### src/rtl/hfrv_mem_arbiter.sv
// Two-port SRAM arbiter: core vs. debug/loader, round robin on conflict,
// bounded loader burst priority under d_lock, one-cycle read response routing.
module hfrv_mem_arbiter #(
  parameter int AW        = 32,
  parameter int DW        = 32,
  parameter int MAX_BURST = 16
) (
  input  logic              clk,
  input  logic              rst,
  input  logic              c_req,
  input  logic [AW-1:0]     c_addr,
  input  logic [DW/8-1:0]   c_be,
  input  logic [DW-1:0]     c_wdata,
  output logic              c_gnt,
  output logic              c_rvalid,
  output logic [DW-1:0]     c_rdata,
  input  logic              d_req,
  input  logic [AW-1:0]     d_addr,
  input  logic [DW/8-1:0]   d_be,
  input  logic [DW-1:0]     d_wdata,
  output logic              d_gnt,
  output logic              d_rvalid,
  output logic [DW-1:0]     d_rdata,
  input  logic              d_lock,
  output logic              mem_en,
  output logic [AW-1:0]     mem_addr,
  output logic [DW/8-1:0]   mem_be,
  output logic [DW-1:0]     mem_wdata,
  input  logic [DW-1:0]     mem_rdata,
  output logic [15:0]       conflict_cnt
);

  typedef enum logic {OWN_C = 1'b0, OWN_D = 1'b1} owner_e;

  localparam logic [7:0] MAX_RUN = MAX_BURST[7:0];

  owner_e      owner_q, owner_d;
  owner_e      resp_owner_q, resp_owner_d;
  logic        resp_valid_q, resp_valid_d;
  logic [7:0]  run_q, run_d;
  logic [15:0] conflict_q, conflict_d;

  // Grant decision; nothing is granted while reset is asserted.
  always_comb begin
    c_gnt = 1'b0;
    d_gnt = 1'b0;
    if (!rst) begin
      if (c_req && d_req) begin
        if (d_lock) begin
          if (run_q < MAX_RUN) d_gnt = 1'b1;
          else                 c_gnt = 1'b1;
        end else if (owner_q == OWN_D) begin
          c_gnt = 1'b1;
        end else begin
          d_gnt = 1'b1;
        end
      end else if (c_req) begin
        c_gnt = 1'b1;
      end else if (d_req) begin
        d_gnt = 1'b1;
      end
    end
  end

  always_comb begin
    mem_en    = c_gnt | d_gnt;
    mem_addr  = '0;
    mem_be    = '0;
    mem_wdata = '0;
    if (c_gnt) begin
      mem_addr  = c_addr;
      mem_be    = c_be;
      mem_wdata = c_wdata;
    end else if (d_gnt) begin
      mem_addr  = d_addr;
      mem_be    = d_be;
      mem_wdata = d_wdata;
    end
  end

  always_comb begin
    owner_d      = owner_q;
    run_d        = run_q;
    resp_valid_d = 1'b0;
    resp_owner_d = resp_owner_q;
    conflict_d   = conflict_q;
    if (c_gnt)      owner_d = OWN_C;
    else if (d_gnt) owner_d = OWN_D;
    // run_cnt only counts loader grants that made the core wait.
    if (c_gnt || !c_req)                 run_d = '0;
    else if (d_gnt && run_q != 8'hFF)    run_d = run_q + 8'd1;
    if (mem_en && mem_be == '0) begin
      resp_valid_d = 1'b1;
      resp_owner_d = d_gnt ? OWN_D : OWN_C;
    end
    if (c_req && d_req && conflict_q != 16'hFFFF) conflict_d = conflict_q + 16'd1;
  end

  always_ff @(posedge clk) begin
    if (rst) begin
      owner_q      <= OWN_D;
      run_q        <= '0;
      resp_valid_q <= 1'b0;
      resp_owner_q <= OWN_C;
      conflict_q   <= '0;
    end else begin
      owner_q      <= owner_d;
      run_q        <= run_d;
      resp_valid_q <= resp_valid_d;
      resp_owner_q <= resp_owner_d;
      conflict_q   <= conflict_d;
    end
  end

  // Response gated by rst so a read granted just before reset never returns.
  assign c_rvalid     = resp_valid_q && resp_owner_q == OWN_C && !rst;
  assign d_rvalid     = resp_valid_q && resp_owner_q == OWN_D && !rst;
  assign c_rdata      = mem_rdata;
  assign d_rdata      = mem_rdata;
  assign conflict_cnt = conflict_q;

endmodule

### config.mk
export PLATFORM = sky130hd
export DESIGN_NAME = hfrv_mem_arbiter
export DESIGN_NICKNAME = d
export VERILOG_FILES = /design/src/rtl/hfrv_mem_arbiter.sv
export SDC_FILE = /design/constraint.sdc
export NUM_CORES = 1
export LEC_CHECK = 0
export CORE_AREA = 4 4 125 127
export DETAILED_ROUTE_END_ITERATION = 8
export DIE_AREA = 0 0 129 131
export GPL_TIMING_DRIVEN = 1
export SETUP_SLACK_MARGIN = 0.5
export SYNTH_ARGS = -nofsm -noshare
export SYNTH_HDL_FRONTEND = slang
export SYNTH_SLANG_ARGS = --single-unit
### constraint.sdc
create_clock -name clk -period 2.63 [get_ports clk]
set_clock_uncertainty 0.15 [all_clocks]
set_input_delay 0.6575 -clock clk [delete_from_list [all_inputs] [get_ports clk]]
set_output_delay 0.6575 -clock clk [all_outputs]
set_load 0.005 [all_outputs]
* Yosys cells after proc, flatten, opt, wreduce, memory -nomap -nowiden
Cells that the tools add are included.
** Storage, ports and cells
- Input port bits :: 173
- Word-level logic and storage cells :: 49
- Output and inout port bits :: 153
- Register bits :: 27
** Cells by class
- Multiplexer cells :: 23
- Bitwise operators :: 2
- $lt $le $gt $ge :: 1
- Eq/ne operators :: 2
- Add/sub/neg operators :: 2
- Reductions and logical operators :: 14
** Operators by type and width (number)
- 2-to-1 mux 32 bit :: 4
- 2-to-1 mux 1 bit :: 17
- adder 16 x 1 -> 16 bit (second input constant) :: 1
- inequality test 16 bit (second input constant) :: 1
- adder 8 x 1 -> 8 bit (second input constant) :: 1
- logical AND 1 bit :: 8
- less-than comparator 8 x 5 -> 1 bit (second input constant) :: 1
- 2-to-1 mux 4 bit :: 2
- inequality test 8 bit (second input constant) :: 1
- logical NOT 4 bit :: 1
- logical NOT 1 bit :: 2
- nonzero test 2 bit :: 1
- OR reduction 2 bit :: 1
- logical OR 1 bit :: 1
- NOT 1 bit :: 1
- bitwise OR 1 bit :: 1

* Logic depth before layout (Yosys ltp)
- Depth in word-level cells :: 10
- Gate-level depth with buffers :: 7
- Depth with buffers taken out :: 5

* Worst setup path before layout
Ideal clock, no wire load.
- Path kind :: input to output
- Start point :: input port c_req
- End point :: output port mem_addr[22]
- Slack :: -0.248 ns
- Path buffers :: 2
- Cell stages on the path :: 5
- Data required time :: 1.822 ns
- Data arrival time :: 2.071 ns
- Cell sequence :: clkbuf_1 -> inv_1 -> a311oi_1 -> clkbuf_1 -> a22o_1
** Between the ends
- Elaborated cells between the ends (all ways) :: 9
- Those cells by class :: 8 x mux; 1 x reduce/logical
** RTL lines
- from (decl) :: line 10 : input logic c_req,
- 2-to-1 mux 1 bit or logical AND 1 bit (tied branches) :: line 57, 48
- 2-to-1 mux 1 bit * :: line 48 : if (c_req && d_req) begin
- 2-to-1 mux 1 bit * :: line 47 : if (!rst) begin
- via c_gnt :: line 14 : output logic c_gnt,
- 2-to-1 mux 32 bit * :: line 70 : if (c_gnt) begin
- to (decl) :: line 26 : output logic [AW-1:0] mem_addr,
Mark *: on every way through the listed nets, which the timed path passes. The rest lies on a longest branch.

* Worst setup path in the final report
- Start point :: register run_q[7]
- End point :: output port mem_wdata[16]
** Between the ends
- Cells in the longest elaborated chain, start to end :: 7
- Elaborated cells between the ends (all ways) :: 11
- Those cells by class :: 1 x order compare; 10 x mux
** Ends and longest elaborated chain
- from (decl) :: line 40 : logic [7:0] run_q, run_d;
- from (signal assigned) :: line 108 : run_q <= run_d;
- less-than comparator 8 x 5 -> 1 bit * :: line 50 : if (run_q < MAX_RUN) d_gnt = 1'b1;
- 2-to-1 mux 1 bit :: line 50
- 2-to-1 mux 1 bit :: line 49 : if (d_lock) begin
- 2-to-1 mux 1 bit :: line 48
- 2-to-1 mux 1 bit :: line 47
- 2-to-1 mux 32 bit :: line 74 : end else if (d_gnt) begin
- 2-to-1 mux 32 bit * :: line 70
- to (decl) :: line 28 : output logic [DW-1:0] mem_wdata,
Every way passes the cells marked *; elsewhere a longest branch is shown, timed or not.

==> run_summary.xml <==
<?xml version="1.0" encoding="UTF-8"?>
<metrics>
  <group name="floorplanning">
    <metric name="floorplan.initialDensity" unit="">0.178</metric>
    <metric name="die_width" unit="um">129</metric>
    <metric name="core-area" unit="mm^2">0.0144</metric>
    <metric name="num_io_pins" unit="">326</metric>
    <metric name="die_area" unit="mm^2">0.0169</metric>
    <metric name="die_height" unit="um">131</metric>
    <metric name="number_of_placement_rows" unit="">44</metric>
  </group>
  <group name="synthesis">
    <metric name="avgSynthCellArea" unit="um^2">7.96</metric>
    <metric name="postSynthRegisterBits" unit="">27</metric>
    <metric name="yosys_warnings" unit="">0</metric>
    <metric name="postSynth.topFlopCell" unit="">dfxtp_1</metric>
    <metric name="synth.cell_area" unit="mm^2">0.00256</metric>
    <metric name="combinational_family_with_the_most_area_after_synthesis" unit="">compound AO/OA/AOI/OAI gates</metric>
    <metric name="synthDominantCellAreaShare" unit="">0.232</metric>
    <metric name="synth_fp_nets" unit="">497</metric>
    <metric name="synth_enable_flop_cells" unit="">0</metric>
    <metric name="async_reset_ff_frac" unit="">0</metric>
    <metric name="synth.area.top_cells" unit="">a22o_1 23%, dfxtp_1 21%, buf_4 19%</metric>
    <metric name="synthTopCellsByCount" unit="">68 x a22o_1, 64 x buf_4, 27 x dfxtp_1, 20 x a21oi_1, 17 x nand2_1</metric>
    <metric name="yosys-mux-area-fraction" unit="">0.00781</metric>
    <metric name="yosys.cell_types.count" unit="">41</metric>
    <metric name="synth-compound-area-share" unit="">0.365</metric>
    <metric name="yosys.area_share.xor_xnor" unit="">0</metric>
    <metric name="basic_gate_share_of_the_synthesized_area_counting_and_or_nand_and_nor_cells" unit="">0.168</metric>
    <metric name="adder_cell_area_share_of_the_yosys_netlist" unit="">0.00977</metric>
    <metric name="yosysSeqAreaShare" unit="">0.211</metric>
    <metric name="synth_top_cell_by_area" unit="">a22o_1</metric>
    <metric name="yosysMostFrequentCell" unit="">a22o_1</metric>
    <metric name="postSynthCellCount" unit="">322</metric>
  </group>
  <group name="placed_design">
    <metric name="placement.io_buffers" unit="">229</metric>
    <metric name="hpwlAfterDp" unit="um">15300</metric>
    <metric name="dpl.cell_count" unit="">677</metric>
    <metric name="place_ws" unit="ns">-1.07</metric>
    <metric name="gpl.final_weighted_congestion" unit="">0.823</metric>
  </group>
  <group name="cts">
    <metric name="clock_tree.root_cell" unit="">clkbuf_16</metric>
    <metric name="worstSkewPairLatency" unit="ns">0.26</metric>
    <metric name="clk_path_buf_depth" unit="">2</metric>
    <metric name="tritoncts_buffer_count" unit="">3</metric>
    <metric name="clkTransAtPathRegs" unit="ns">0.07</metric>
    <metric name="cts_htree_levels" unit="">1</metric>
    <metric name="cts_tree" unit="">built</metric>
    <metric name="clock_sink_count" unit="">27</metric>
  </group>
  <group name="grt">
    <metric name="first_global_vias" unit="">3537</metric>
    <metric name="first_pass_grt_wire_length" unit="um">25300</metric>
    <metric name="grt_use_total" unit="">0.211</metric>
    <metric name="number_of_antenna_violations_at_the_first_check_in_global_routing" unit="">0</metric>
    <metric name="globalRoute.totalOverflow" unit="">0</metric>
    <metric name="pin_count_of_the_biggest_net_entering_global_routing" unit="">21</metric>
  </group>
  <group name="pwr">
    <metric name="static-leakage-power" unit="nW">2.20</metric>
    <metric name="peakVddDrop" unit="mV">0.225</metric>
    <metric name="power_density" unit="mW/mm^2">272</metric>
  </group>
  <group name="sta">
    <metric name="layout_worst_path_cycle_share" unit="">1.17</metric>
    <metric name="hold_slack" unit="ns">0.345</metric>
    <metric name="final_hold_viol_count" unit="">0</metric>
    <metric name="postLayoutSetupSlackWorst" unit="ns">-0.445</metric>
    <metric name="maxSlewViolCount" unit="">0</metric>
    <metric name="finalCriticalPeriod" unit="ns">3.07</metric>
    <metric name="setup-violations-final" unit="">71</metric>
    <metric name="timing.max_slew.rel_slack" unit="">0.398</metric>
    <metric name="worst-slew-pin-transition" unit="ns">0.900</metric>
    <metric name="achievable-frequency" unit="MHz">325</metric>
    <metric name="grt_setup_unrepaired" unit="">yes</metric>
  </group>
  <group name="routing">
    <metric name="antenna_violating_nets_post_route" unit="">0</metric>
    <metric name="detail_route.wl_per_cell" unit="um">27.3</metric>
    <metric name="viasPerCell" unit="">5.01</metric>
    <metric name="drc_errors" unit="">0</metric>
    <metric name="first_pass_iters" unit="">4</metric>
    <metric name="routed-via-count" unit="">3644</metric>
    <metric name="wirelength" unit="um">19900</metric>
    <metric name="drtIter0Drc" unit="">215</metric>
  </group>
  <group name="setup_path">
    <metric name="path_max_fanout" unit="">4</metric>
    <metric name="worstSetupPathType" unit="">reg2out</metric>
    <metric name="worst_setup_path_start_kind" unit="">register</metric>
    <metric name="cp_cell_sequence" unit="">o41a_1 -&gt; a2111o_1 -&gt; clkinv_4 -&gt; buf_6 -&gt; buf_12 -&gt; buf_16 -&gt; buf_6 -&gt; a22o_1 -&gt; buf_2</metric>
    <metric name="timing.critical_path.arrival" unit="ns">2.27</metric>
    <metric name="crit_required" unit="ns">1.82</metric>
    <metric name="timing.reg2reg.worst_path_depth" unit="">7</metric>
    <metric name="most_used_cell_cp" unit="">buf_6</metric>
    <metric name="critical_path.slowest_cell" unit="">o41a_1</metric>
    <metric name="critPathCaptureType" unit="">output pin</metric>
    <metric name="crit_path_max_incr_delay" unit="ns">0.44</metric>
    <metric name="timing.reg2reg.setup_slack" unit="ns">0.11</metric>
  </group>
  <group name="final_layout">
    <metric name="num-nets-final" unit="">720</metric>
    <metric name="drive_above_1_share" unit="">0.346</metric>
    <metric name="final_core_utilization" unit="">0.371</metric>
    <metric name="area.growth.synth_to_final" unit="%">109</metric>
    <metric name="final_cells" unit="">728</metric>
    <metric name="antennaDiodeCount" unit="">0</metric>
  </group>
  <group name="run">
    <metric name="maxCapViolations" unit="">0</metric>
  </group>
  <group name="hold_path">
    <metric name="hold_path.class" unit="">reg2reg</metric>
    <metric name="timing.hold.worst_path_depth" unit="">2</metric>
  </group>
  <group name="status">
    <metric name="failed_checks" unit="">setup timing</metric>
    <metric name="run_status" unit="">finished, violations left</metric>
  </group>
</metrics>
[area by class of cell]
class / instances / area, um^2
Clock inverter: 1 / 5.00
Tap cell: 184 / 230
Inverter: 8 / 35.0
Multi-Input combinational cell: 200 / 1580
Sequential cell: 27 / 547
Fill cell: 1487 / 9070
Clock buffer: 3 / 75.1
Timing Repair Buffer: 305 / 2890
[state kept, by name, summed over array words and instances, names as in the netlist]
signal        count
owner_q           1
resp_valid_q      1
run_q             8
resp_owner_q      1
conflict_cnt     16
[metal layers]
metal  global-route usage  wire, um  up-vias
met1                0.304      8630     1732
met3                0.122      3260       28
met5                    0         0        -
met4               0.0321       260        0
met2                0.270      7730      263
li1                     -         -     1621
[worst max-delay path, delay by kind of cell, from the launching register on]
family,cells,cell delay [ns]
AOI/OAI and AO/OA,3,1.06
buffers and inverters,6,0.61
DFF,1,0.34
[kinds of logic (layout without fill, tap and decap cells)]
| logic type | count (synthesis) | in the layout |
|---|---|---|
| DFF | 27 | 27 |
| AOI/OAI and AO/OA | 121 | 121 |
| and+or+nand+nor | 75 | 75 |
| buffers and inverters | 95 | 317 |
| muxes | 2 | 2 |
| adders and majority gates | 2 | 2 |
[per-stage QoR]
step | power [mW] | TNS (ns) | instance area [um^2]
floorplan | 0.660 | 0 | 2680
global placement | 1.04 | -70.18 | 4800
detailed placement | 1.03 | -72.24 | 4800
CTS | 1.44 | -28.41 | 5200
global route | 1.51 | -30.49 | 5360
finish | 1.46 | -24.98 | 5360
[final timing paths]
check / start / endpoint
worst max-delay path: run_q[7]$_SDFFE_PP0P_ / mem_wdata[16]
worst min-delay path: run_q[1]$_SDFFE_PP0P_ / run_q[1]$_SDFFE_PP0P_
worst max register to register: run_q[7]$_SDFFE_PP0P_ / run_q[3]$_SDFFE_PP0P_
worst min register to register: run_q[1]$_SDFFE_PP0P_ / run_q[1]$_SDFFE_PP0P_
[placed cells by master, fill, tap and decap left out, types with 8 or more instances in the layout]
| master | count |
|---|---|
| buf_2 | 69 |
| o21ai_0 | 11 |
| clkdlybuf4s50_1 | 152 |
| buf_12 | 8 |
| nand2_1 | 16 |
| or3_1 | 8 |
| nand3_1 | 9 |
| buf_6 | 24 |
| a22o_1 | 67 |
| a21oi_1 | 16 |
| buf_4 | 36 |
| dfxtp_1 | 22 |
[where the power goes]
group,switching (mW),internal [mW]
Clock,0.151,0.206
Combinational,0.262,0.425
Sequential,0.00290,0.412
Total,0.415,1.04
[timing repair]
item / 4_1_cts / 5_1_grt
pin swaps: 34 / 47
resized for setup: 355 / 31
hold buffers: 0 / 0
endpoints found under the hold margin: 0 / 0
buffers inserted: 33 / 6
endpoints found under the setup margin: 94 / 89
cloned: 6 / 2
Note: power is estimated with default switching activity, not from simulation.
